--- src/rtl/choose_grid_pkg.sv ---
// Shared types and constants for the sprite-selection grid scene.
package choose_grid_pkg;

  localparam int unsigned ADDR_W = 17;
  localparam int unsigned PIX_W  = 12;
  localparam int unsigned CNT_W  = 10;
  localparam int unsigned ID_W   = 8;

  typedef enum logic {BROWSE, HOLD} state_e;
  typedef enum logic [2:0] {MV_NONE, MV_UP, MV_DOWN, MV_LEFT, MV_RIGHT} move_e;
  typedef enum logic [1:0] {PC_BG, PC_TILE, PC_FRAME} pix_class_e;

  localparam logic [PIX_W-1:0] COL_FRAME = 12'h000;
  localparam logic [PIX_W-1:0] COL_BG    = 12'hFFF;

  // Index width for a count of n, never narrower than one bit.
  function automatic int unsigned idx_w(input int unsigned n);
    return (n > 1) ? $clog2(n) : 1;
  endfunction

  // Sheet address of the top-left texel of tile k (row-major sheet layout).
  function automatic logic [ADDR_W-1:0] tile_base(input int unsigned k, input int unsigned spr,
                                                  input int unsigned img_tile, input int unsigned img_w);
    return ADDR_W'((k % spr) * img_tile + img_w * ((k / spr) * img_tile));
  endfunction

endpackage

--- src/rtl/choose_grid_cursor.sv ---
// Cursor FSM: key decode, frame-synchronous pending move, wrapping cursor, handshake, blink.
// Optional blink of the frame in BROWSE is enabled by CHOOSE_BLINK_EN.
module choose_grid_cursor
  import choose_grid_pkg::*;
#(
  parameter int unsigned COLS         = 4,
  parameter int unsigned ROWS         = 2,
  parameter int unsigned BLINK_FRAMES = 30,
  localparam int unsigned RW = idx_w(ROWS),
  localparam int unsigned CW = idx_w(COLS)
) (
  input  logic            clk,
  input  logic            rst,
  input  logic            i_frame_tick,
  input  logic            i_key_up,
  input  logic            i_key_down,
  input  logic            i_key_left,
  input  logic            i_key_right,
  input  logic            i_key_confirm,
  input  logic            i_key_cancel,
  input  logic            i_sel_ack,
  output logic [RW-1:0]   o_row,
  output logic [CW-1:0]   o_col,
  output logic            o_frame_visible_c,
  output logic            o_sel_valid,
  output logic [ID_W-1:0] o_sel_id
);

  if (BLINK_FRAMES == 0) begin : g_err_blink
    $error("BLINK_FRAMES must be non-zero");
  end

  state_e          r_state, w_state_nxt;
  move_e           r_pend, w_pend_nxt, w_move;
  logic [RW-1:0]   r_row, w_row_nxt;
  logic [CW-1:0]   r_col, w_col_nxt;
  logic [ID_W-1:0] r_sel_id;
  logic            w_confirm, w_cancel, w_apply;

  // Key priority decode, state transitions and the move applied on frame_tick.
  always_comb begin
    w_confirm   = 1'b0;
    w_cancel    = 1'b0;
    w_move      = MV_NONE;
    w_state_nxt = r_state;
    w_pend_nxt  = r_pend;
    w_row_nxt   = r_row;
    w_col_nxt   = r_col;

    if (i_key_confirm)    w_confirm = 1'b1;
    else if (i_key_cancel) w_cancel = 1'b1;
    else if (i_key_up)     w_move   = MV_UP;
    else if (i_key_down)   w_move   = MV_DOWN;
    else if (i_key_left)   w_move   = MV_LEFT;
    else if (i_key_right)  w_move   = MV_RIGHT;

    case (r_state)
      BROWSE:  if (w_confirm) w_state_nxt = HOLD;
      HOLD:    if (i_sel_ack || w_cancel) w_state_nxt = BROWSE;
      default: w_state_nxt = BROWSE;
    endcase

    if (r_state == HOLD || w_confirm) w_pend_nxt = MV_NONE;
    else if (w_move != MV_NONE)       w_pend_nxt = w_move;
    else if (i_frame_tick)            w_pend_nxt = MV_NONE;

    w_apply = i_frame_tick && (r_state == BROWSE) && !w_confirm;
    if (w_apply) begin
      case (r_pend)
        MV_UP:    w_row_nxt = (r_row == '0) ? RW'(ROWS - 1) : r_row - RW'(1);
        MV_DOWN:  w_row_nxt = (r_row == RW'(ROWS - 1)) ? '0 : r_row + RW'(1);
        MV_LEFT:  w_col_nxt = (r_col == '0) ? CW'(COLS - 1) : r_col - CW'(1);
        MV_RIGHT: w_col_nxt = (r_col == CW'(COLS - 1)) ? '0 : r_col + CW'(1);
        default:  ;
      endcase
    end
  end

  always_ff @(posedge clk) begin
    if (rst) begin
      r_state  <= BROWSE;
      r_pend   <= MV_NONE;
      r_row    <= '0;
      r_col    <= '0;
      r_sel_id <= ID_W'(1);
    end else begin
      r_state  <= w_state_nxt;
      r_pend   <= w_pend_nxt;
      r_row    <= w_row_nxt;
      r_col    <= w_col_nxt;
      r_sel_id <= ID_W'(32'(w_row_nxt) * COLS + 32'(w_col_nxt) + 32'd1);
    end
  end

`ifdef CHOOSE_BLINK_EN
  localparam int unsigned BW = idx_w(BLINK_FRAMES);
  logic [BW-1:0] r_blink_cnt;
  logic          r_phase;

  // Phase flips after every BLINK_FRAMES frame ticks.
  always_ff @(posedge clk) begin
    if (rst) begin
      r_blink_cnt <= '0;
      r_phase     <= 1'b1;
    end else if (i_frame_tick) begin
      if (r_blink_cnt == BW'(BLINK_FRAMES - 1)) begin
        r_blink_cnt <= '0;
        r_phase     <= ~r_phase;
      end else begin
        r_blink_cnt <= r_blink_cnt + BW'(1);
      end
    end
  end

  assign o_frame_visible_c = (r_state == HOLD) || r_phase;
`else
  assign o_frame_visible_c = 1'b1;
`endif

  assign o_row       = r_row;
  assign o_col       = r_col;
  assign o_sel_valid = (r_state == HOLD);
  assign o_sel_id    = r_sel_id;

endmodule

--- src/rtl/choose_grid_scene.sv ---
// Grid chooser scene: tile/frame classification, sheet address and 2-stage pixel pipeline.
// Frame blinking in BROWSE is enabled by defining CHOOSE_BLINK_EN.
module choose_grid_scene
  import choose_grid_pkg::*;
#(
  parameter int unsigned COLS         = 4,
  parameter int unsigned ROWS         = 2,
  parameter int unsigned TILE         = 120,
  parameter int unsigned SHIFT        = 1,
  parameter int unsigned ORIGIN_H     = 20,
  parameter int unsigned ORIGIN_V     = 80,
  parameter int unsigned PITCH_H      = 160,
  parameter int unsigned PITCH_V      = 160,
  parameter int unsigned IMG_W        = 480,
  parameter int unsigned IMG_H        = 120,
  parameter int unsigned FRAME_T      = 2,
  parameter int unsigned BLINK_FRAMES = 30
) (
  input  logic              clk,
  input  logic              rst,
  input  logic              frame_tick,
  input  logic              key_up,
  input  logic              key_down,
  input  logic              key_left,
  input  logic              key_right,
  input  logic              key_confirm,
  input  logic              key_cancel,
  input  logic [CNT_W-1:0]  h_cnt,
  input  logic [CNT_W-1:0]  v_cnt,
  input  logic [PIX_W-1:0]  mem_data,
  output logic [ADDR_W-1:0] pixel_addr,
  output logic [PIX_W-1:0]  vga_data,
  output logic [ID_W-1:0]   sel_id,
  output logic              sel_valid,
  input  logic              sel_ack
);

  localparam int unsigned IMG_TILE = TILE >> SHIFT;
  localparam int unsigned SPR      = IMG_W / IMG_TILE;
  localparam int unsigned SPC      = IMG_H / IMG_TILE;
  localparam int unsigned RW       = idx_w(ROWS);
  localparam int unsigned CW       = idx_w(COLS);

  if (ORIGIN_H < FRAME_T || ORIGIN_V < FRAME_T) begin : g_err_origin
    $error("origin leaves no room for the frame ring");
  end
  if (PITCH_H < TILE + 2 * FRAME_T || PITCH_V < TILE + 2 * FRAME_T) begin : g_err_pitch
    $error("pitch too small for tile plus frame");
  end
  if (ROWS * COLS > SPR * SPC) begin : g_err_sheet
    $error("tile sheet holds fewer tiles than the grid");
  end
  if (ROWS * COLS > 255) begin : g_err_ids
    $error("grid too large for an 8-bit id");
  end

  logic [RW-1:0]     w_cur_row;
  logic [CW-1:0]     w_cur_col;
  logic              w_frame_vis;

  choose_grid_cursor #(
    .COLS(COLS), .ROWS(ROWS), .BLINK_FRAMES(BLINK_FRAMES)
  ) u_cursor (
    .clk(clk), .rst(rst), .i_frame_tick(frame_tick),
    .i_key_up(key_up), .i_key_down(key_down), .i_key_left(key_left),
    .i_key_right(key_right), .i_key_confirm(key_confirm), .i_key_cancel(key_cancel),
    .i_sel_ack(sel_ack), .o_row(w_cur_row), .o_col(w_cur_col),
    .o_frame_visible_c(w_frame_vis), .o_sel_valid(sel_valid), .o_sel_id(sel_id)
  );

  logic [ADDR_W-1:0] w_h, w_v;
  logic [ROWS-1:0]   w_row_hit, w_row_ring;
  logic [COLS-1:0]   w_col_hit, w_col_ring;
  logic [ADDR_W-1:0] w_sy [ROWS];
  logic [ADDR_W-1:0] w_sx [COLS];

  assign w_h = ADDR_W'(h_cnt);
  assign w_v = ADDR_W'(v_cnt);

  // Per-row span comparators; the ring span extends FRAME_T beyond the tile edge.
  for (genvar r = 0; r < ROWS; r++) begin : g_row
    localparam int unsigned Y0 = ORIGIN_V + r * PITCH_V;
    assign w_row_hit[r]  = (w_v >= ADDR_W'(Y0)) && (w_v < ADDR_W'(Y0 + TILE));
    assign w_row_ring[r] = (w_v >= ADDR_W'(Y0 - FRAME_T)) && (w_v < ADDR_W'(Y0 + TILE + FRAME_T));
    assign w_sy[r]       = (w_v - ADDR_W'(Y0)) >> SHIFT;
  end

  for (genvar c = 0; c < COLS; c++) begin : g_col
    localparam int unsigned X0 = ORIGIN_H + c * PITCH_H;
    assign w_col_hit[c]  = (w_h >= ADDR_W'(X0)) && (w_h < ADDR_W'(X0 + TILE));
    assign w_col_ring[c] = (w_h >= ADDR_W'(X0 - FRAME_T)) && (w_h < ADDR_W'(X0 + TILE + FRAME_T));
    assign w_sx[c]       = (w_h - ADDR_W'(X0)) >> SHIFT;
  end

  logic              w_hit, w_ring;
  logic [ADDR_W-1:0] w_addr;
  pix_class_e        w_class;

  // Tiles never overlap, so at most one hit contributes an address.
  always_comb begin
    w_hit  = 1'b0;
    w_addr = '0;
    for (int r = 0; r < ROWS; r++) begin
      for (int c = 0; c < COLS; c++) begin
        if (w_row_hit[r] && w_col_hit[c]) begin
          w_hit  = 1'b1;
          w_addr = tile_base(r * COLS + c, SPR, IMG_TILE, IMG_W) + w_sx[c]
                 + ADDR_W'(IMG_W) * w_sy[r];
        end
      end
    end
    w_ring  = w_frame_vis && w_row_ring[w_cur_row] && w_col_ring[w_cur_col]
           && !(w_row_hit[w_cur_row] && w_col_hit[w_cur_col]);
    w_class = w_ring ? PC_FRAME : (w_hit ? PC_TILE : PC_BG);
  end

  logic [ADDR_W-1:0] r_addr;
  pix_class_e        r_class;
  logic [PIX_W-1:0]  r_vga;

  always_ff @(posedge clk) begin
    if (rst) begin
      r_addr  <= '0;
      r_class <= PC_BG;
      r_vga   <= COL_FRAME;
    end else begin
      r_addr  <= w_addr;
      r_class <= w_class;
      case (r_class)
        PC_FRAME: r_vga <= COL_FRAME;
        PC_TILE:  r_vga <= mem_data;
        default:  r_vga <= COL_BG;
      endcase
    end
  end

  assign pixel_addr = r_addr;
  assign vga_data   = r_vga;

endmodule
--- config.mk ---
export PLATFORM = sky130hd
export DESIGN_NAME = choose_grid_scene
export DESIGN_NICKNAME = d
export VERILOG_FILES = /design/src/rtl/choose_grid_pkg.sv /design/src/rtl/choose_grid_cursor.sv /design/src/rtl/choose_grid_scene.sv
export SDC_FILE = /design/constraint.sdc
export NUM_CORES = 1
export LEC_CHECK = 0
export ABC_AREA = 1
export ABC_CLOCK_PERIOD_IN_PS = 9200
export CAP_MARGIN = 20
export CORE_ASPECT_RATIO = 1.1
export CORE_MARGIN = 2
export CORE_UTILIZATION = 65
export CTS_BUF_LIST = sky130_fd_sc_hd__clkbuf_16
export CTS_CLUSTER_SIZE = 25
export DETAILED_ROUTE_END_ITERATION = 7
export GPL_TIMING_DRIVEN = 0
export PLACE_DENSITY = 0.95
export SLEW_MARGIN = 20
export SYNTH_ARGS = -nofsm -noshare
export SYNTH_HDL_FRONTEND = slang
export SYNTH_SLANG_ARGS = --single-unit
--- constraint.sdc ---
create_clock -name clk -period 9.2 [get_ports clk]
set_clock_uncertainty 0.15 [all_clocks]
set_input_delay 0.92 -clock clk [delete_from_list [all_inputs] [get_ports clk]]
set_output_delay 0.92 -clock clk [all_outputs]
set_load 0.05 [all_outputs]
=== After elaboration in Yosys (flattened, before gate mapping) ===
Cells that the tools add are included.

* Add/subtract/negate cells: 27
* Reductions and logical operators: 34
* Muxes and demuxes: 49
* Equality and inequality tests: 7
* $lt $le $gt $ge: 26
* Bitwise gates (word level): 1
* Multipliers: 2

{| class="wikitable"
|+ Operators with widths
! kind !! number
|-
| two-way mux 17 bit || 8
|-
| adder 17 bit || 7
|-
| < comparator 10 x 9 -> 1 bit, second input constant || 6
|-
| adder 9 x 16 -> 17 bit, first input constant || 3
|-
| greater-or-equal comparator 10 x 8 -> 1 bit, second input constant || 4
|-
| greater-or-equal comparator 10 x 9 -> 1 bit, second input constant || 4
|-
| < comparator 10 x 8 -> 1 bit, second input constant || 4
|-
| adder 8 x 16 -> 17 bit, first input constant || 2
|-
| multiplier 4 x 16 -> 12 bit, first input constant || 2
|-
| logical AND 1 bit || 25
|-
| two-way mux 3 bit || 8
|-
| one-hot mux 12 bit (2 select lines) || 1
|-
| two-way mux 1 bit || 23
|-
| subtractor 10 x 8 -> 11 bit, second input constant || 2
|-
| subtractor 10 x 9 -> 11 bit, second input constant || 2
|-
| greater-or-equal comparator 10 x 5 -> 1 bit, second input constant || 2
|-
| greater-or-equal comparator 10 x 7 -> 1 bit, second input constant || 2
|-
| < comparator 10 bit, second input constant || 2
|-
| adder 16 x 17 -> 17 bit || 1
|-
| adder 6 x 16 -> 17 bit, first input constant || 1
|-
| adder 7 x 16 -> 17 bit, first input constant || 1
|-
| subtractor 10 x 5 -> 11 bit, second input constant || 1
|-
| subtractor 10 x 7 -> 11 bit, second input constant || 1
|-
| adder 8 x 1 -> 8 bit, second input constant || 1
|-
| 23 further kinds || 33
|}

* Logic and storage cells: 155
* Output and inout port bits: 38
* Flip-flop bits (word level): 46

=== Depth between registers and ports, before layout ===
* Depth in word-level cells: 13
* Gate-level depth with buffers: 37

=== By module ===
From an unflattened synthesis, not the netlist that was laid out.

* Cells, all modules: 1535
* Area, all modules: 10283.6 µm²

{| class="wikitable"
|+ Modules (own cells, without submodules)
! module !! area an instance (µm²) !! cells an instance !! sequential area each (µm²) !! times used
|-
| choose_grid_scene || 9604.2 || 1438 || 620.6 || 1
|-
| choose_grid_cursor || 679.4 || 97 || 220.2 || 1
|}

=== Worst setup path before layout ===
No wires, ideal clock.

* Path type: input to register
* Start point: input port v_cnt[4]
* End point: register r_addr[16], in the netlist pixel_addr[16]
* Setup slack: 3.498 ns
* Buffers on the path: 0
* Data arrival time: 5.420 ns
* Stages on the path: 33
* Library setup time: 0.132 ns
* Cell sequence: inv_2 > ha_1 > inv_1 > nand2_2 > nand2_1 > inv_1 > ha_1 > xnor2_1 > fa_1 > inv_1 > ha_1 > a21oi_1 > nor2_1 > o21ai_0 > nand2_1 > xor2_1 > ha_1 > ha_1 > nand2_1 > inv_1 > a221oi_1 > o31ai_1 > nand2b_1 > inv_1 > nand2_1 > nand3_1 > nand2_1 > nor2_1 > nand2_1 > nand2_1 > nand2_1 > nand2_1 > a21oi_1

* Longest elaborated chain between the ends: 11
* Elaborated cells on any way between the ends: 34
* Classes of those cells: add/sub (10); mul (2); order compare (4); mux (8); reduce/logical (10)

{| class="wikitable"
|+ RTL lines
! element !! line !! RTL
|-
| start, declared || choose_grid_scene.sv:29 || <nowiki>input logic [CNT_W-1:0] v_cnt,</nowiki>
|-
| subtractor 10 x 7 -> 11 bit, or another cell as far along || choose_grid_scene.sv:85 || <nowiki>assign w_sy[r] = (w_v - ADDR_W'(Y0)) >> SHIFT;</nowiki>
|-
| multiplier 4 x 16 -> 12 bit / logical AND 1 bit (equally long branches) || choose_grid_scene.sv:108, choose_grid_scene.sv:83 ||
|-
| adder 16 x 17 -> 17 bit / logical AND 1 bit (equally long branches) || choose_grid_scene.sv:108, choose_grid_scene.sv:105 ||
|-
| two-way mux 17 bit (7 in series) || choose_grid_scene.sv:105 || <nowiki>if (w_row_hit[r] && w_col_hit[c]) begin</nowiki>
|-
| two-way mux 17 bit * || choose_grid_scene.sv:105 ||
|-
| end signal, assigned || choose_grid_scene.sv:127 || <nowiki>r_addr <= w_addr;</nowiki>
|-
| end, declared || choose_grid_scene.sv:117 || <nowiki>logic [ADDR_W-1:0] r_addr;</nowiki>
|}

Mark *: on every way between the ends. The rest lies on a longest branch, timed or not.
A chain may end at the register's enable or synchronous reset.

=== Worst setup path after layout ===
Same ends and word-level chain as after synthesis.

==> summary.md <==
| Metric | Value |
|---|---|
| Setup_tns | 0 ns |
| Finished Core Util | 74.3% |
| Synth warnings | 0 |
| Setup crit start kind | input port |
| Main synth FF type | dfxtp_1 |
| Via count | around 11000 |
| Largest net degree at the start of global routing | 16 |
| Status | complete, no violations |
| Synth Register Bits | between 40 and 50 |
| Die W | 123 um |
| Peak VDD IR | 155 uV |
| CP Capture Type | flop |
| Critical Path Slowest Stage Cell | clkdlybuf4s50_1 |
| Starting Density | between 60 and 70% |
| CTS buffer count | 5 |
| Synthesized area | between 10000 and 15000 sq um |
| 1st-pass router iterations | 6 |
| Fmax | ~0.14 GHz |
| Post-synthesis sequential area ratio | 8.32% |
| Root buf cell | clkbuf_16 |
| Setup bufs post-CTS | 0 |
| TritonCTS Sinks | 42 |
| Slew @ Worst Pin | ~1 ns |
| Routability Congestion | 1.08 |
| CP required | 9.20 ns |
| FILL cells | 1261 |
| Residual DRC | 0 |
| RSZ-0062 raised after global routing | false |
| Pwr Density | ~320 nW/um^2 |
| Synth cell types | 52 |
| Main combinational cell family by area after synthesis | adder cells |
| Worst Path Max Fanout | 8 |
| Final setup vio count | 0 |
| Routed Antenna Nets | 0 |
| Fin Hold WS | between 0.3 and 0.4 ns |
| Post-synthesis adder-cell area fraction | around 28% |
| Avg Inst Size Synth | ~6.4 sq um |
| Clock transition at path regs | 0.07 ns |
| GR Util All Layers | between 30 and 40% |
| Non-Filler Instances | between 1500 and 2000 |
| Dpl hpwl | between 20000 and 30000 um |
| Initial antenna violation count | 0 |
| Crit path DAT | 7.35 ns |
| Area fraction in compound gates after synthesis | between 20 and 25% |
| Period utilization | 79.8% |
| Hold Crit Depth | 2 |
| Wire per inst | 17.0 um |
| Post-synthesis simple-gate area fraction | about 24% |
| Buffers on Ports | just under 70 |
| Post-Synth XOR/XNOR Area | 7.02% |
| First-pass GRT wire length | 50100 um |
| Period minus WS final | roughly 7.3 ns |
| Layout Nets | about 1900 |
| H-tree levels | 2 |
| Fraction of layout cells with a size suffix above 1 | about 4.5% |
| Finished Cell Area | 11200 sq um |
| Global route overflow | 0 |
| CTS tree | built |
| Placed cell count | approximately 1800 |
| WS Path Type | in -> reg |
| Delay of the slowest critical-path stage | just over 0.6 ns |
| CTS max path bufs | 2 |
| Leakage power | roughly 5.8 nW |
| I/O pin cnt | 80 |
| MaxCap Viol Count | 0 |
| Post-CTS Hold Buffers | 0 |
| Final hold vios | 0 |
| Synth-to-layout area growth | 11.1% |
| CP most frequent cell | nand2_1 |
| Async S/R FF share, synth | 0% |
| Rows | 47 |
| Number of DRC markers in iteration 0 | 905 |
| Routed wire length | about 31000 um |
| Post-DR vias/cell | around 6 |
| Slew HR | a little over a third |
| ANT cells | 0 |
| Synth Instances | around 1600 |
| Number of flops mapped to enable cells by yosys | 0 |
| Skew-Pair Late Insertion Delay | just under 0.3 ns |
| Core ar. | between 15000 and 20000 sq um |
| Reg2reg path depth | 9 |
| Die area | 16600 sq um |
| Slew Limit Fails | 0 |
| Hold Crit Class | reg -> reg |
| Post-synthesis mux area share | less than 1% |
| Vias in the first global route | roughly 11000 |
| Area post-placement | 11100 sq um |
| Cts repair resizes | 0 |
| DIE HEIGHT | 135 um |
[layer usage]
layer  wire length [um]  global-route usage (%)  share of wire (%)
met1              12600                    45.6                 40
met2              14600                    64.8                 46
met3               2530                    5.66                8.0
met4               1740                    18.9                5.5
met5                  0                       0                  0
[report_power, final]
| part | switching (mW) | total, mW | internal (mW) | leakage [nW] |
|---|---|---|---|---|
| registers | 0.00565 | 0.209 | 0.204 | 0.346 |
| logic | 2.02 | 3.17 | 1.15 | 5.43 |
| clock network | 0.0818 | 0.183 | 0.102 | 0.0664 |
| total | 2.11 | 3.56 | 1.45 | 5.84 |
[Yosys cell counts, types with 3 or more instances]
master	number	share of area (%)
a211oi_1	4	0.30
a21o_1	8	0.59
a21oi_1	160	7.9
a31oi_1	15	0.93
buf_2	11	0.54
buf_4	6	0.45
clkbuf_1	10	0.37
dfxtp_1	42	8.3
fa_1	25	5.0
ha_1	189	23
inv_1	256	9.5
inv_2	13	0.48
nand2_1	263	9.8
nand2_2	11	0.68
nand2_4	3	0.33
nand3_1	65	3.2
nand3b_1	5	0.37
nand4_1	13	0.80
nor2_1	143	5.3
nor2_2	5	0.31
nor3_1	36	1.8
nor4_1	5	0.31
o2111ai_1	6	0.52
o211ai_1	13	0.97
o21ai_0	113	5.6
o21ai_1	5	0.25
o21bai_1	13	0.97
o221ai_1	7	0.61
o22ai_1	4	0.25
o311ai_0	3	0.26
o31ai_1	4	0.30
or2_2	7	0.43
xnor2_1	26	2.3
xor2_1	55	4.8
[layout by cell type (no fill, tap or decap), drive strengths merged, types with 2 or more instances in the layout]
cell type and n:
o2111ai 6, nor2 150, a21o 8, o22ai 4
nand2 277, buf 18, clkinvlp 2, nor4 5
nor3 36, nand3 67, conb 4, and2 2
o311ai 3, xor2 55, nand4 13, clkbuf 15
inv 270, xnor2 26, o21ai 120, o21bai 13
a31oi 15, clkdlybuf4s50 69, fa 25, o31ai 4
o211ai 13, a221oi 2, dfxtp 42, nor3b 2
o21a 2, a22oi 2, ha 189, nand3b 5
a21oi 160, a211oi 4, or2 10, a311oi 2
o221ai 7
[through the flow]
stage                     setup WS [ns]  power, mW
after floorplan                    3.50       2.56
after global placement             1.79       3.16
after detailed placement           1.66       3.27
after CTS                          1.96       3.47
after global routing               1.10       3.92
final                              1.85       3.56
[sequential cells by signal, summed over array words and instances, names as in the netlist]
signal / flops
vga_data: 12
u_cursor.o_col: 2
r_class: 2
pixel_addr: 17
u_cursor.o_row: 1
u_cursor.r_pend: 3
u_cursor.o_sel_id: 4
u_cursor.o_sel_valid: 1
[worst max-delay path: cells and delay by family]
family,cells,cell delay (ns)
and+or+nand+nor,15,2.24
adders and majority gates,4,1.55
buffers and inverters,8,1.24
AOI/OAI and AO/OA,6,0.90
xor gates and xnor gates,2,0.47
[path summary, 6_finish.rpt]
path | from | endpoint | slack, ns
setup / recovery | v_cnt[4] | pixel_addr[16] | 1.85
hold / removal | u_cursor.r_pend[1] | u_cursor.r_pend[1] | 0.34
setup reg to reg | u_cursor.o_col[0] | u_cursor.o_sel_id[2] | 7.01
hold reg to reg | u_cursor.r_pend[1] | u_cursor.r_pend[1] | 0.34
[cell type report]
cell class,instances,area (sq um),area share (%)
multi-input combinational,1236,8130,72.5
clock buffer,5,125,1.11
buffer,27,138,1.23
tap,196,245,2.18
inverter,270,1010,9.03
timing repair buffer,70,706,6.29
sequential,42,841,7.49
clock inverter,3,23.8,0.212
[cell families after synthesis]
kind of cell / count (synthesis)
AND/OR/NAND/NOR: 568
AO/OA/AOI/OAI: 368
buffers and inverters: 297
adder cells (fa/ha/maj): 214
XOR/XNOR: 81
flip-flops: 42
other: 1
multiplexers: 1
(Power assumes the default switching activity.)
